==> config.mk <==
export PLATFORM = sky130hd
export DESIGN_NAME = rom_rr_arbiter_flat
export DESIGN_NICKNAME = d
export VERILOG_FILES = /design/src/rtl/rom_rr_arbiter_if.sv /design/src/rtl/rom_rr_arbiter.sv /design/src/flat_wrapper.sv
export SDC_FILE = /design/constraint.sdc
export NUM_CORES = 1
export LEC_CHECK = 0
export ABC_AREA = 1
export CORE_MARGIN = 5
export CORE_UTILIZATION = 30
export CTS_CLUSTER_DIAMETER = 40
export CTS_CLUSTER_SIZE = 30
export DETAILED_ROUTE_END_ITERATION = 10
export GPL_TIMING_DRIVEN = 0
export SYNTH_ARGS = -nofsm -noshare
export SYNTH_HDL_FRONTEND = slang
export SYNTH_SLANG_ARGS = --single-unit
==> constraint.sdc <==
create_clock -name clk -period 1.9 [get_ports clk]
set_input_delay 0.38 -clock clk [delete_from_list [all_inputs] [get_ports clk]]
set_output_delay 0.38 -clock clk [all_outputs]
set_load 0.02 [all_outputs]
==> src/rtl/rom_rr_arbiter_if.sv <==
// rom_rr_arbiter_if: request and response channels between client blocks and the ROM arbiter
interface rom_rr_arbiter_if #(
    parameter int NUM_REQ = 2,
    parameter int ADDR_W  = 3,
    parameter int DATA_W  = 4,
    parameter int ID_W    = 1
);
    logic [NUM_REQ-1:0]        req_valid;
    logic [NUM_REQ*ADDR_W-1:0] req_addr;
    logic [NUM_REQ-1:0]        req_ready;
    logic                      rsp_valid;
    logic [ID_W-1:0]           rsp_id;
    logic [DATA_W-1:0]         rsp_data;
    logic                      rsp_ready;

    modport master (
        output req_valid, req_addr, rsp_ready,
        input  req_ready, rsp_valid, rsp_id, rsp_data
    );

    modport slave (
        input  req_valid, req_addr, rsp_ready,
        output req_ready, rsp_valid, rsp_id, rsp_data
    );
endinterface

==> src/rtl/rom_rr_arbiter.sv <==
// rom_rr_arbiter: round-robin sharing of one synchronous-read ROM port, one transaction in flight
module rom_rr_arbiter #(
    parameter int NUM_REQ = 2,
    parameter int ADDR_W  = 3,
    parameter int DATA_W  = 4,
    parameter int RD_LAT  = 1,
    parameter int ID_W    = (NUM_REQ > 1) ? $clog2(NUM_REQ) : 1
) (
    input  logic              clk,
    input  logic              rst_n,
    rom_rr_arbiter_if.slave   bus,
    output logic [ADDR_W-1:0] rom_addr,
    output logic              rom_en,
    input  logic [DATA_W-1:0] rom_data
);
    localparam int CNT_W = $clog2(RD_LAT + 1);

    typedef enum logic [1:0] {IDLE, ISSUE, WAIT, RESP} state_t;

    state_t             state, state_nxt;
    logic [ID_W-1:0]    ptr, id, gnt;
    logic               any_req;
    logic [CNT_W-1:0]   cnt;
    logic               rsp_valid_q;
    logic [ID_W-1:0]    rsp_id_q;
    logic [DATA_W-1:0]  rsp_data_q;

    assign bus.rsp_valid = rsp_valid_q;
    assign bus.rsp_id    = rsp_id_q;
    assign bus.rsp_data  = rsp_data_q;

    // Pick the first valid requester at or above ptr, wrapping; later passes override earlier ones
    always_comb begin
        gnt     = ptr;
        any_req = 1'b0;
        for (int i = NUM_REQ - 1; i >= 0; i--)
            if (bus.req_valid[i] && i < int'(ptr)) begin
                gnt     = ID_W'(i);
                any_req = 1'b1;
            end
        for (int i = NUM_REQ - 1; i >= 0; i--)
            if (bus.req_valid[i] && i >= int'(ptr)) begin
                gnt     = ID_W'(i);
                any_req = 1'b1;
            end
    end

    // State register
    always_ff @(posedge clk)
        state <= !rst_n ? IDLE : state_nxt;

    // Next state and the combinational accept, which only fires in IDLE outside reset
    always_comb begin
        state_nxt     = state;
        bus.req_ready = '0;
        case (state)
            IDLE: begin
                state_nxt     = any_req ? ISSUE : IDLE;
                bus.req_ready = (rst_n && any_req) ? ({{(NUM_REQ-1){1'b0}}, 1'b1} << gnt) : '0;
            end
            ISSUE:   state_nxt = WAIT;
            WAIT:    state_nxt = (cnt == CNT_W'(1)) ? RESP : WAIT;
            RESP:    state_nxt = bus.rsp_ready ? IDLE : RESP;
            default: state_nxt = IDLE;
        endcase
    end

    // Transaction datapath: latch grant, pulse the ROM enable, count latency, hold the response
    always_ff @(posedge clk) begin
        if (!rst_n) begin
            ptr         <= '0;
            id          <= '0;
            cnt         <= '0;
            rom_en      <= 1'b0;
            rom_addr    <= '0;
            rsp_valid_q <= 1'b0;
            rsp_id_q    <= '0;
            rsp_data_q  <= '0;
        end else begin
            rom_en <= 1'b0;
            case (state)
                IDLE: if (any_req) begin
                    id       <= gnt;
                    rom_addr <= bus.req_addr[gnt*ADDR_W +: ADDR_W];
                    rom_en   <= 1'b1;
                    ptr      <= (int'(gnt) == NUM_REQ - 1) ? '0 : gnt + 1'b1;
                end
                ISSUE: cnt <= CNT_W'(RD_LAT);
                WAIT: begin
                    cnt <= cnt - 1'b1;
                    if (cnt == CNT_W'(1)) begin
                        rsp_data_q  <= rom_data;
                        rsp_id_q    <= id;
                        rsp_valid_q <= 1'b1;
                    end
                end
                RESP: if (bus.rsp_ready) rsp_valid_q <= 1'b0;
                default: ;
            endcase
        end
    end
endmodule
==> src/flat_wrapper.sv <==
// flat-port wrapper written by rule: the top's interface ports become plain ports
module rom_rr_arbiter_flat 
#(
    parameter int NUM_REQ = 2,
    parameter int ADDR_W  = 3,
    parameter int DATA_W  = 4,
    parameter int RD_LAT  = 1,
    parameter int ID_W    = (NUM_REQ > 1) ? $clog2(NUM_REQ) : 1
)
  (clk, rst_n, rom_addr, rom_en, rom_data, bus_req_valid, bus_req_addr, bus_rsp_ready, bus_req_ready, bus_rsp_valid, bus_rsp_id, bus_rsp_data);
  rom_rr_arbiter_if #(.NUM_REQ(NUM_REQ), .ADDR_W(ADDR_W), .DATA_W(DATA_W), .ID_W(ID_W)) bus_i ();
  input  logic clk;
  input  logic rst_n;
  output logic [ADDR_W-1:0] rom_addr;
  output logic rom_en;
  input  logic [DATA_W-1:0] rom_data;
  input wire logic [$bits(bus_i.req_valid)-1:0] bus_req_valid;
  input wire logic [$bits(bus_i.req_addr)-1:0] bus_req_addr;
  input wire logic [$bits(bus_i.rsp_ready)-1:0] bus_rsp_ready;
  output wire logic [$bits(bus_i.req_ready)-1:0] bus_req_ready;
  output wire logic [$bits(bus_i.rsp_valid)-1:0] bus_rsp_valid;
  output wire logic [$bits(bus_i.rsp_id)-1:0] bus_rsp_id;
  output wire logic [$bits(bus_i.rsp_data)-1:0] bus_rsp_data;
  assign bus_i.req_valid = bus_req_valid;
  assign bus_i.req_addr = bus_req_addr;
  assign bus_i.rsp_ready = bus_rsp_ready;
  assign bus_req_ready = bus_i.req_ready;
  assign bus_rsp_valid = bus_i.rsp_valid;
  assign bus_rsp_id = bus_i.rsp_id;
  assign bus_rsp_data = bus_i.rsp_data;
  rom_rr_arbiter #(.NUM_REQ(NUM_REQ), .ADDR_W(ADDR_W), .DATA_W(DATA_W), .RD_LAT(RD_LAT), .ID_W(ID_W)) u_core (.clk(clk), .rst_n(rst_n), .bus(bus_i), .rom_addr(rom_addr), .rom_en(rom_en), .rom_data(rom_data));
endmodule
---- Word-level counts from Yosys, hierarchy flattened ----
Index checks and enable logic that the tools add are counted.
word-level totals
  register bits after elaboration ......... 15
  output and inout bits ................... 12
  logic and storage cells ................. 49
cells by class
  $add $sub $neg .......................... 2
  multipliers ............................. 1
  magnitude comparators ................... 2
  equality and inequality tests ........... 5
  shift operators ......................... 2
  multiplexer cells ....................... 18
  reduce and logical (&&, ||, !) cells .... 10
operator list
  operator             count
  $mux 1               12
  $pmux 2 s4           1
  $mux 2               3
  $reduce_and 2->1     3
  $shiftx 6x4->3       1
  $eq 2x2->1 const B   2
  $pmux 1 s2           2
  $reduce_bool 2->1    2
  $logic_and 1x1->1    3
  $mul 1x2->3 const B  1
  $reduce_and 3->1     1
  $eq 2x1->1 const B   1
  $logic_not 2->1      1
  $ne 2x1->1 const B   1
  $ne 2x2->1 const B   1
  $shl 1x1->2 const A  1
  $add 1x1->1 const B  1
  $ge 1x1->1 const A   1
  $lt 1x1->1 const A   1
  $sub 1x1->1 const B  1

---- Logic depth before layout (Yosys ltp) ----
Gate-level depths: netlist of run 1.
  depth in word-level cells ............... 8
  depth in mapped cells ................... 7
  depth with buffers taken out ............ 7

---- Worst setup path before layout of run 1 ----
OpenSTA, ideal clock, no wires.
  path kind ............................... register to output
  start point ............................. register u_core.state[0]
  end point ............................... output port bus_req_ready[0]
  arrival ................................. 1165 ps
  slack ................................... 355 ps
  cell stages (with the launch flop) ...... 7
  path buffers ............................ 0
  cell sequence ........................... dfxtp_1 inv_1 ha_1 inv_1 nor2_8 nand2_1 nor2_1
between the ends
  longest elaborated chain between the ends .. 2
RTL lines
  item                      RTL line              RTL
  start: declaration        rom_rr_arbiter.sv:20  state_t state, state_nxt;
  start signal: assignment  rom_rr_arbiter.sv:50  state <= !rst_n ? IDLE : state_nxt;
  $logic_not 2->1           rom_rr_arbiter.sv:56  case (state)
  $mux 2                    rom_rr_arbiter.sv:56
  end: declaration          flat_wrapper.sv:20    output wire logic [$bits(bus_i.req_ready)-1:0] bus_req_ready;
No other way between the ends.

---- Worst setup path in the final report of run 1 ----
  start point ............................. input port bus_req_valid[0]
  end point ............................... output port bus_req_ready[1]
between the ends
  longest elaborated chain between the ends .. 7
RTL lines
  item                                              RTL line              RTL
  start: declaration                                flat_wrapper.sv:17    input wire logic [$bits(bus_i.req_valid)-1:0] bus_req_valid;
  $logic_and 1x1->1                                 rom_rr_arbiter.sv:37  if (bus.req_valid[i] && i < int'(ptr)) begin
  $mux 1                                            rom_rr_arbiter.sv:37
  $mux 1 (2 in series)                              rom_rr_arbiter.sv:42  if (bus.req_valid[i] && i >= int'(ptr)) begin
  $shl 1x1->2 or $logic_and 1x1->1 (tied branches)  rom_rr_arbiter.sv:59  bus.req_ready = (rst_n && any_req) ? ({{(NUM_REQ-1){1'b0}}, 1'b1} << gnt) : '0;
  $mux 2 *                                          rom_rr_arbiter.sv:59
  $mux 2 *                                          rom_rr_arbiter.sv:56
Every way passes the cells marked *; elsewhere a longest branch is shown, timed or not.

==> out/qor.csv, run 1 <==
stage;metric;value;unit
detailed_routing;Iter 0 DRT Violations;8;
hold_path;WHS Path Cells;2;
hold_path;hold_sp;u_core.bus.rsp_data[3];
timing;fin crit share;96.6;%
final_layout;n_diodes;0;
logic_synthesis;Net Count, Synth;112;
logic_synthesis;cell with the most instances after synthesis;nor2_1;
placement;hpwl dp;1130;um
worst_setup_path;Critical Path Source Type;input pin;
timing;Hold Fails Final Rpt;0;
grt;first-pass GRT wire length;2560;um
clock_tree;number of clock sinks;15;
worst_setup_path;Reg2Reg Launch Point;u_core.state[1];
logic_synthesis;Post-synth EDFFs;0;
worst_setup_path;Worst Path Required;1.52;ns
detailed_routing;wire per inst;9.56;um
final_layout;NumNets Final;145;
logic_synthesis;Cells after Synth;94;
detailed_routing;Vias/cell;4.23;
worst_setup_path;r2r setup slk;0.63;ns
clock_tree;clock tree buffer depth;2;
worst_setup_path;R2R Path End;u_core.rom_addr[0];
hold_path;hold-critical path endpoint;u_core.bus.rsp_data[3];
detailed_routing;Final ANT Viol Nets;0;
logic_synthesis;sequential share of the synthesized area;42.6;%
clock_tree;number of buffers created by CTS;3;
clock_tree;H-tree depth;1;
grt;vias in the first global route;630;
clock_tree;clock root cell;clkbuf_4;
final_layout;layout cells sized above 1;17.5;%
outcome;status;finished clean;
worst_setup_path;CP Capture Type;output port;
final_layout;register area;300;um^2
timing;Slew headroom;83.7;%
worst_setup_path;crit path kind;in2out;
final_layout;final instance area;1050;um^2
placement;Placement Setup Slack;-0.455;ns
grt;global-route total usage across every layer;9.67;%
logic_synthesis;commonest cells in the netlist;nor2_1, dfxtp_1, inv_1;
placement;Post-DP Area;1000;um^2
logic_synthesis;yosys warns;0;
logic_synthesis;Synth Area per Inst;7.51;um^2
timing;worst setup margin;0.0646;ns
clock_tree;Clock Latency Late Sink;0.28;ns
final_layout;# fillers;244;
timing;worst slew pin tran;0.244;ns
logic_synthesis;cell accounting for the most synthesized area;dfxtp_1;
clock_tree;CTS tree;yes;
worst_setup_path;Critical Path Fanout Max;4;
detailed_routing;drt total wl;1470;um
logic_synthesis;largest cells by area after synthesis;dfxtp_1, nor2_1, o21ai_0, inv_1, nand2_1;
grt;largest net degree at the start of global routing;11;
die;full die area;3420;um^2
hold_path;HP Class;reg2reg;
timing;RSZ-0062 raised after global routing;no;
timing;Max Slew Vio Count;0;
timing;endpoints failing setup;0;
logic_synthesis;post-synthesis instance area;706;um^2
power_and_ir_drop;maximum vdd ir drop;0.000339;V
detailed_routing;Post-route DRC;0;
logic_synthesis;FFs w/ async S/R, synth;0;%
logic_synthesis;Synth Flop Type;dfxtp_1;
placement;number of port buffers;26;
timing;Setup Skew;0.00101;ns
final_layout;max reg flops;4;
power_and_ir_drop;PD cells;766;nW/um^2
flow_run;maxcap violations;0;
die;# rows;17;
die;DIE HEIGHT;58.5;um
clock_tree;register clock-pin slew on the reported worst setup and hold paths;0.10;ns
worst_setup_path;critical path arrival;1.46;ns
die;# IOs;27;
final_layout;area of the multi-input gates;348;um^2
final_layout;area delta synth->final;48.2;%
logic_synthesis;library cells used by synthesis;18;
die;Die Wd;58.5;um
placement;GP Congestion;0.722;
die;initial core utilization;31.6;%
power_and_ir_drop;leak pwr;0.469;nW
logic_synthesis;top cell type's share of synthesized area;42.6;%
worst_setup_path;R2R cell count;7;
logic_synthesis;Seq cells post-synth;15;
timing;f_max;545;MHz
grt;initial antenna violation count;0;
die;total core area;2230;um^2
detailed_routing;drt first pass iters;4;
clock_tree;CTS hold repair buffers;0;
detailed_routing;via count;652;
grt;Overflow after GRT;0;
timing;Tmin final;1.84;ns
## metrics by stage
step	total power, W	setup TNS, ns	hold slack [ns]	cells	utilization (%)
6_report	0.000801	0	0.490	154	46.8
3_3_place_gp	0.000614	-0.889	0.462	148	44.8
4_1_cts	0.000809	0	0.492	154	46.4
3_5_place_dp	0.000618	-0.895	0.474	148	44.8
2_1_floorplan	0.000520	0	0.457	94	-
5_1_grt	0.000859	0	0.515	154	46.8
## cells by family after synthesis
logic type	Yosys count	synth area share (%)
AO/OA/AOI/OAI	21	16.3
flip-flops	15	42.6
AND/OR/NAND/NOR	40	27.0
buffers and inverters	15	8.86
adder cells (fa/ha/maj)	3	5.32
## where the power goes
part	total [W]	switching (W)	internal, W
logic	0.000249	0.000133	0.000117
clock network	0.000185	0.000107	0.0000780
registers	0.000367	0.0000184	0.000349
total	0.000801	0.000258	0.000544
## critical path: stages
cell and delay [ns]:
clkdlybuf4s50_1 0.51, nor2_2 0.08, nor2_8 0.14, clkinv_4 0.07, nor3_2 0.11, buf_4 0.16
## how the worst max path moves through the flow
stage / startpoint / endpoint / slack (ns) / depth (start not counted)
final: bus_req_valid[0] / bus_req_ready[1] / 0.06 / 6
after CTS: bus_req_valid[1] / bus_req_ready[1] / 0.007 / 6
after global routing: bus_req_valid[0] / bus_req_ready[1] / 0.02 / 6
after global placement: bus_req_valid[1] / bus_req_ready[1] / -0.45 / 6
after detailed placement: bus_req_valid[1] / bus_req_ready[1] / -0.45 / 6
after floorplan: u_core.state[0] / bus_req_ready[0] / 0.35 / 6
## cell usage in the layout, fill, tap and decap left out
cell / instances
buf_2: 1
nor2_8: 1
clkdlybuf4s50_1: 23
ha_1: 3
o21ai_1: 1
buf_4: 4
nand2_2: 3
clkinv_4: 1
clkinv_2: 1
nor2_2: 1
nand2_1: 11
dlymetal6s2s_1: 1
nand3_1: 4
a21oi_2: 2
inv_1: 10
nor3_2: 1
nand2_4: 1
nor2_1: 18
o21bai_1: 1
a21oi_1: 7
o21ai_0: 10
clkbuf_4: 3
inv_2: 3
dfxtp_1: 15
## layout make-up
type	instances	area share (%)
Multi-Input combinational cell	64	33.3
Sequential cell	15	28.7
Timing Repair Buffer	28	26.1
Inverter	14	5.50
Tap cell	28	3.35
Clock buffer	3	2.15
Clock inverter	1	0.478
Buffer	1	0.478
## per-layer routing
metal	global-route usage [%]	share of wire, %
met1	11.9	49
met2	14.2	43
met3	2.85	5.5
met4	6.95	1.8
met5	0	0
## what timing repair did
item	4_1_cts	5_1_grt
resized for setup	9	5
pin swaps	3	0
setup endpoints to repair	2	2
setup buffers	2	0
No activity file was read; power rests on OpenSTA's default activity.
==> run 2: changes to the inputs <==
--- a/config.mk
+++ b/config.mk
@@ -8,9 +8,11 @@
 export ABC_AREA = 1
 export CORE_MARGIN = 5
 export CORE_UTILIZATION = 30
+export CTS_BUF_LIST = sky130_fd_sc_hd__clkbuf_8 sky130_fd_sc_hd__clkbuf_16
 export CTS_CLUSTER_DIAMETER = 40
 export CTS_CLUSTER_SIZE = 30
 export DETAILED_ROUTE_END_ITERATION = 10
+export GPL_ROUTABILITY_DRIVEN = 0
 export GPL_TIMING_DRIVEN = 0
 export SYNTH_ARGS = -nofsm -noshare
 export SYNTH_HDL_FRONTEND = slang
==> run 2 against run 1 <==
Against the previous run:
- register-to-register slack worse by 0.05 ns
- fmax hardly changed
- utilization is 0.73 points higher
- final area is 1.6% higher
- largest cell class unchanged
- critical path depth stayed put
- routed wire length is 0.34% higher
- clock-buffer cell count stayed put
- hold slack worse by 0.0059 ns
- first-iteration DRC count is 13% lower
==> out/qor.csv, run 2 (synthesis gave the netlist of run 1 again) <==
stage;metric;value;unit
outcome;status;finished clean;
grt;first-pass GRT wire length;2580;um
placement;placed cell count;148;
worst_setup_path;CP top delay family;buffers and inverters;
worst_setup_path;critical path arrival;1.46;ns
die;full die area;3420;um^2
final_layout;NumNets Final;145;
detailed_routing;Post-route DRC;0;
hold_path;HP Class;reg2reg;
timing;Slew headroom;83.7;%
worst_setup_path;Max stage delay on crit path;0.51;ns
grt;global-route total usage across every layer;9.80;%
power_and_ir_drop;PD cells;822;nW/um^2
timing;Tmin final;1.84;ns
placement;number of port buffers;26;
timing;RSZ-0062 raised after global routing;no;
detailed_routing;drt total wl;1480;um
clock_tree;H-tree depth;1;
placement;hpwl dp;1130;um
flow_run;maxcap violations;0;
clock_tree;Clock Latency Late Sink;0.24;ns
worst_setup_path;Critical Path Source Type;input pin;
clock_tree;CTS tree;yes;
final_layout;area delta synth->final;50.5;%
worst_setup_path;Worst Path Required;1.52;ns
final_layout;max reg flops;4;
worst_setup_path;Critical-path top delay cell;clkdlybuf4s50_1;
worst_setup_path;Setup crit start;bus_req_valid[0];
worst_setup_path;CP cell instances;clkdlybuf4s50_1, nor2_2, nor2_8, nand2_1, nor2_1, buf_2;
power_and_ir_drop;maximum vdd ir drop;0.000370;V
detailed_routing;wire per inst;9.59;um
clock_tree;register clock-pin slew on the reported worst setup and hold paths;0.06;ns
detailed_routing;Iter 0 DRT Violations;7;
worst_setup_path;crit path kind;in2out;
clock_tree;number of buffers created by CTS;3;
final_layout;n_diodes;0;
detailed_routing;via count;653;
timing;Max Slew Vio Count;0;
final_layout;Non-Filler Instances;154;
timing;endpoints failing setup;0;
die;initial core utilization;31.6;%
die;# rows;17;
final_layout;most common cell after layout, fill and taps aside;clkdlybuf4s50_1;
grt;initial antenna violation count;0;
grt;Overflow after GRT;0;
die;DIE HEIGHT;58.5;um
power_and_ir_drop;leak pwr;0.478;nW
final_layout;most frequent cells in the layout;clkdlybuf4s50_1, nor2_1, dfxtp_1;
timing;worst slew pin tran;0.244;ns
clock_tree;clock root cell;clkbuf_8;
worst_setup_path;Critical path buffers and inverters;2;
worst_setup_path;Reg2Reg Launch Point;u_core.state[1];
die;Die Wd;58.5;um
die;# IOs;27;
clock_tree;number of clock sinks;15;
timing;Hold Fails Final Rpt;0;
timing;Setup Skew;0.00208;ns
power_and_ir_drop;Total Power;0.000873;W
final_layout;layout cells sized above 1;16.7;%
final_layout;area of the multi-input gates;348;um^2
timing;f_max;544;MHz
grt;largest net degree at the start of global routing;11;
detailed_routing;Vias/cell;4.24;
die;total core area;2230;um^2
final_layout;# fillers;240;
grt;vias in the first global route;630;
hold_path;hold_sp;u_core.bus.rsp_data[3];
clock_tree;CTS hold repair buffers;0;
timing;WHS;0.484;ns
clock_tree;clock tree buffer depth;2;
detailed_routing;drt first pass iters;4;
timing;fin crit share;96.7;%
worst_setup_path;CP Capture Type;output port;
detailed_routing;Final ANT Viol Nets;0;
worst_setup_path;Critical Path Fanout Max;3;
final_layout;register area;300;um^2
[run 2: cell types whose count changed in the layout (fill, tap and decap cells not counted)]
cell      before  now
clkbuf_4       3    0
clkbuf_8       0    3
buf_2          1    2
buf_4          4    3
inv_1         10   11
inv_2          3    2
[run 2: power by group]
part	internal, W	leakage, nW	total, W	switching, W
registers	0.000349	0.123	0.000367	0.0000183
logic	0.000115	0.330	0.000246	0.000132
clock network	0.000145	0.0255	0.000259	0.000114
[run 2: per-stage QoR]
stage | setup WS, ns | cell area (um^2) | setup TNS (ns) | utilization [%]
6_report | 0.0628 | 1060 | 0 | 47.6
5_1_grt | 0.00469 | 1060 | 0 | 47.6
4_1_cts | 0.00689 | 1050 | 0 | 47.2
3_5_place_dp | -0.455 | 1000 | -0.895 | 44.8
3_3_place_gp | -0.451 | 1000 | -0.889 | 44.8
2_1_floorplan | 0.355 | 706 | 0 | -
[run 2: repair_timing]
action | 4_1_cts | 5_1_grt
pin swaps | 3 | 0
setup buffers | 2 | 0
gates resized for setup | 9 | 3
endpoints found under the setup margin | 2 | 2
[run 2: worst paths after layout]
| path | end | cells past startpoint | slack (ns) |
|---|---|---|---|
| max | bus_req_ready[0] | 6 | 0.06 |
| min | u_core.bus.rsp_data[3] | 2 | 0.48 |
| max reg2reg | u_core.rom_addr[0] | 7 | 0.58 |
| min reg2reg | u_core.bus.rsp_data[3] | 2 | 0.48 |
[run 2: final cells by class]
| class | instances | area share [%] |
|---|---|---|
| clock inverter | 1 | 0.471 |
| timing repair buffer | 28 | 25.4 |
| inverter | 14 | 5.42 |
| sequential | 15 | 28.3 |
| clock buffer | 3 | 3.89 |
| buffer | 1 | 0.471 |
| multi-input combinational | 64 | 32.7 |
| tap | 28 | 3.30 |
[run 2: layer usage]
metal / global-route usage [%] / vias up / wire length, um
met1: 12.2 / 271 / 692
met4: 7.95 / 0 / 34
li1: - / 361 / -
met5: 0 / - / 0
met3: 2.19 / 2 / 81
met2: 14.4 / 19 / 669
[run 2: tightest hold or removal path, stage by stage, from the launching register on]
cell     delay [ns]
dfxtp_1        0.32
nor2_1         0.04
nor2_1         0.08
==> run 3: changes to the inputs <==
--- a/config.mk
+++ b/config.mk
@@ -6,7 +6,7 @@
 export NUM_CORES = 1
 export LEC_CHECK = 0
 export ABC_AREA = 1
-export CORE_MARGIN = 5
+export CORE_MARGIN = 2
 export CORE_UTILIZATION = 30
 export CTS_BUF_LIST = sky130_fd_sc_hd__clkbuf_8 sky130_fd_sc_hd__clkbuf_16
 export CTS_CLUSTER_DIAMETER = 40
==> run 3 against run 2 <==
Against the previous run:
- first-iteration DRC count rose by 86%
- non-clock buffer count did not move
- routed wire length fell by 1.4%
- final area rose by 0.82%
- clock-buffer cell count did not move
- sequential share of layout area fell by 0.23 points
- highest routed layer unchanged
==> out/qor.csv, run 3 (synthesis gave the netlist of run 1 again) <==
stage;metric;value;unit
outcome;status;finished clean;
timing;Slew headroom;79.8;%
power_and_ir_drop;Net Sw Frac;30.4;%
power_and_ir_drop;maximum vdd ir drop;0.000422;V
final_layout;Util after Layout;48.4;%
power_and_ir_drop;Total Power;0.000877;W
worst_setup_path;crit path kind;in2out;
worst_setup_path;Worst Path Required;1.52;ns
placement;hpwl dp;1100;um
detailed_routing;Post-route DRC;0;
clock_tree;H-tree depth;1;
clock_tree;register clock-pin slew on the reported worst setup and hold paths;0.06;ns
flow_run;maxcap violations;0;
hold_path;WHS Path Cells;2;
placement;number of port buffers;26;
timing;f_max;546;MHz
power_and_ir_drop;sequential share of power;41.9;%
final_layout;area delta synth->final;51.8;%
worst_setup_path;Worst Setup EP;bus_req_ready[1];
power_and_ir_drop;PD cells;819;nW/um^2
grt;initial antenna violation count;0;
worst_setup_path;r2r setup slk;0.59;ns
power_and_ir_drop;leak pwr;0.483;nW
grt;first-pass GRT wire length;2460;um
die;Die Wd;52.5;um
die;DIE HEIGHT;52.5;um
clock_tree;clock tree buffer depth;2;
grt;global-route total usage across every layer;12.2;%
die;full die area;2760;um^2
die;# IOs;27;
detailed_routing;Vias/cell;4.39;
worst_setup_path;Critical Path Fanout Max;4;
worst_setup_path;R2R Path End;u_core.rom_addr[2];
final_layout;most frequent cells in the layout;clkdlybuf4s50_1, nor2_1, dfxtp_1;
detailed_routing;Final ANT Viol Nets;0;
die;# rows;17;
clock_tree;number of buffers created by CTS;3;
final_layout;# fillers;236;
timing;Max Slew Vio Count;0;
worst_setup_path;Setup crit start;bus_req_valid[0];
timing;endpoints failing setup;0;
worst_setup_path;critical path arrival;1.45;ns
final_layout;final instance area;1070;um^2
grt;vias in the first global route;640;
hold_path;HP Class;reg2reg;
detailed_routing;drt first pass iters;3;
power_and_ir_drop;NetSw;0.000267;W
placement;placed cell count;148;
timing;Hold Fails Final Rpt;0;
detailed_routing;wire per inst;9.46;um
detailed_routing;drt total wl;1460;um
final_layout;n_diodes;0;
worst_setup_path;CP cell instances;clkdlybuf4s50_1, nor2_2, nor2_8, clkinv_4, nor3_4, buf_4;
final_layout;layout cells sized above 1;15.9;%
grt;Overflow after GRT;0;
clock_tree;Clock Latency Late Sink;0.25;ns
final_layout;Non-Filler Instances;154;
power_and_ir_drop;clock share of power;29.5;%
worst_setup_path;R2R cell count;7;
clock_tree;number of clock sinks;15;
worst_setup_path;CP Capture Type;output port;
worst_setup_path;Max stage delay on crit path;0.50;ns
die;initial core utilization;31.9;%
timing;RSZ-0062 raised after global routing;yes;
final_layout;NumNets Final;145;
worst_setup_path;Critical-path top delay cell;clkdlybuf4s50_1;
final_layout;most common cell after layout, fill and taps aside;clkdlybuf4s50_1;
timing;fin crit share;96.4;%
clock_tree;CTS tree;yes;
power_and_ir_drop;Comb power frac;28.6;%
final_layout;max reg flops;4;
detailed_routing;via count;676;
detailed_routing;Iter 0 DRT Violations;13;
power_and_ir_drop;Internal;0.000611;W
grt;largest net degree at the start of global routing;11;
die;total core area;2210;um^2
worst_setup_path;Reg2Reg Launch Point;u_core.state[1];
worst_setup_path;Critical Path Source Type;input pin;
timing;Setup Skew;0.00279;ns
placement;Post-DP Area;1000;um^2
timing;worst slew pin tran;0.303;ns
timing;Tmin final;1.83;ns
clock_tree;clock root cell;clkbuf_8;
[run 3: cell count changes in the layout (fill, tap and decap cells not counted)]
cell / delta
inv_2: -1
nor3_2: -1
buf_4: +1
buf_2: -1
inv_1: +1
nor3_4: +1
[run 3: per-layer routing]
layer | up-vias | global-route usage, % | routed length (um)
li1 | 362 | - | -
met1 | 288 | 13.6 | 622
met2 | 21 | 20.2 | 709
met3 | 5 | 2.57 | 83
met4 | 0 | 8.97 | 42
met5 | - | 0 | 0
[run 3: repair_timing]
action,in CTS,in global routing
buffers inserted,2,0
hold buffers,0,0
gates resized for setup,9,4
setup endpoints to repair,2,2
pin swaps,2,1
[run 3: through the flow]
step	hold WS [ns]	setup TNS (ns)	worst slack, ns
3_5_place_dp	0.474	-0.914	-0.478
3_3_place_gp	0.463	-0.861	-0.434
6_report	0.481	0	0.0678
2_1_floorplan	0.457	0	0.355
5_1_grt	0.510	-0.00253	-0.00253
4_1_cts	0.488	0	0.00666
[run 3: layout make-up]
type                            count  area (um^2)  share of cell area (%)
Clock buffer                        3         41.3                    3.86
Timing Repair Buffer               28          273                    25.5
Multi-Input combinational cell     64          354                    33.1
Sequential cell                    15          300                    28.0
Tap cell                           28         35.0                    3.27
Clock inverter                      1         5.00                   0.467
Buffer                              1         5.00                   0.467
Inverter                           14         57.6                    5.37
[run 3: worst max-delay path, delay by kind of cell]
kind	cells	cell delay, ns
buffers and inverters	3	0.74
AND/OR/NAND/NOR	3	0.32
[run 3: how the worst min path moves through the flow]
stage | start | to | slack (ns)
floorplan | u_core.ptr | u_core.ptr | 0.46
finish | u_core.bus.rsp_data[1] | u_core.bus.rsp_data[1] | 0.48
global route | u_core.bus.rsp_data[2] | u_core.bus.rsp_data[2] | 0.51
global placement | u_core.bus.rsp_data[3] | u_core.bus.rsp_data[3] | 0.46
detailed placement | u_core.bus.rsp_data[2] | u_core.bus.rsp_data[2] | 0.47
CTS | u_core.bus.rsp_data[2] | u_core.bus.rsp_data[2] | 0.49
[run 3: power by group through the flow]
stage / clock network, W / registers, W / logic [W]
global placement: 0 / 0.000374 / 0.000239
finish: 0.000259 / 0.000368 / 0.000251
CTS: 0.000263 / 0.000368 / 0.000246
floorplan: 0 / 0.000395 / 0.000125
detailed placement: 0 / 0.000375 / 0.000242
global route: 0.000280 / 0.000373 / 0.000278
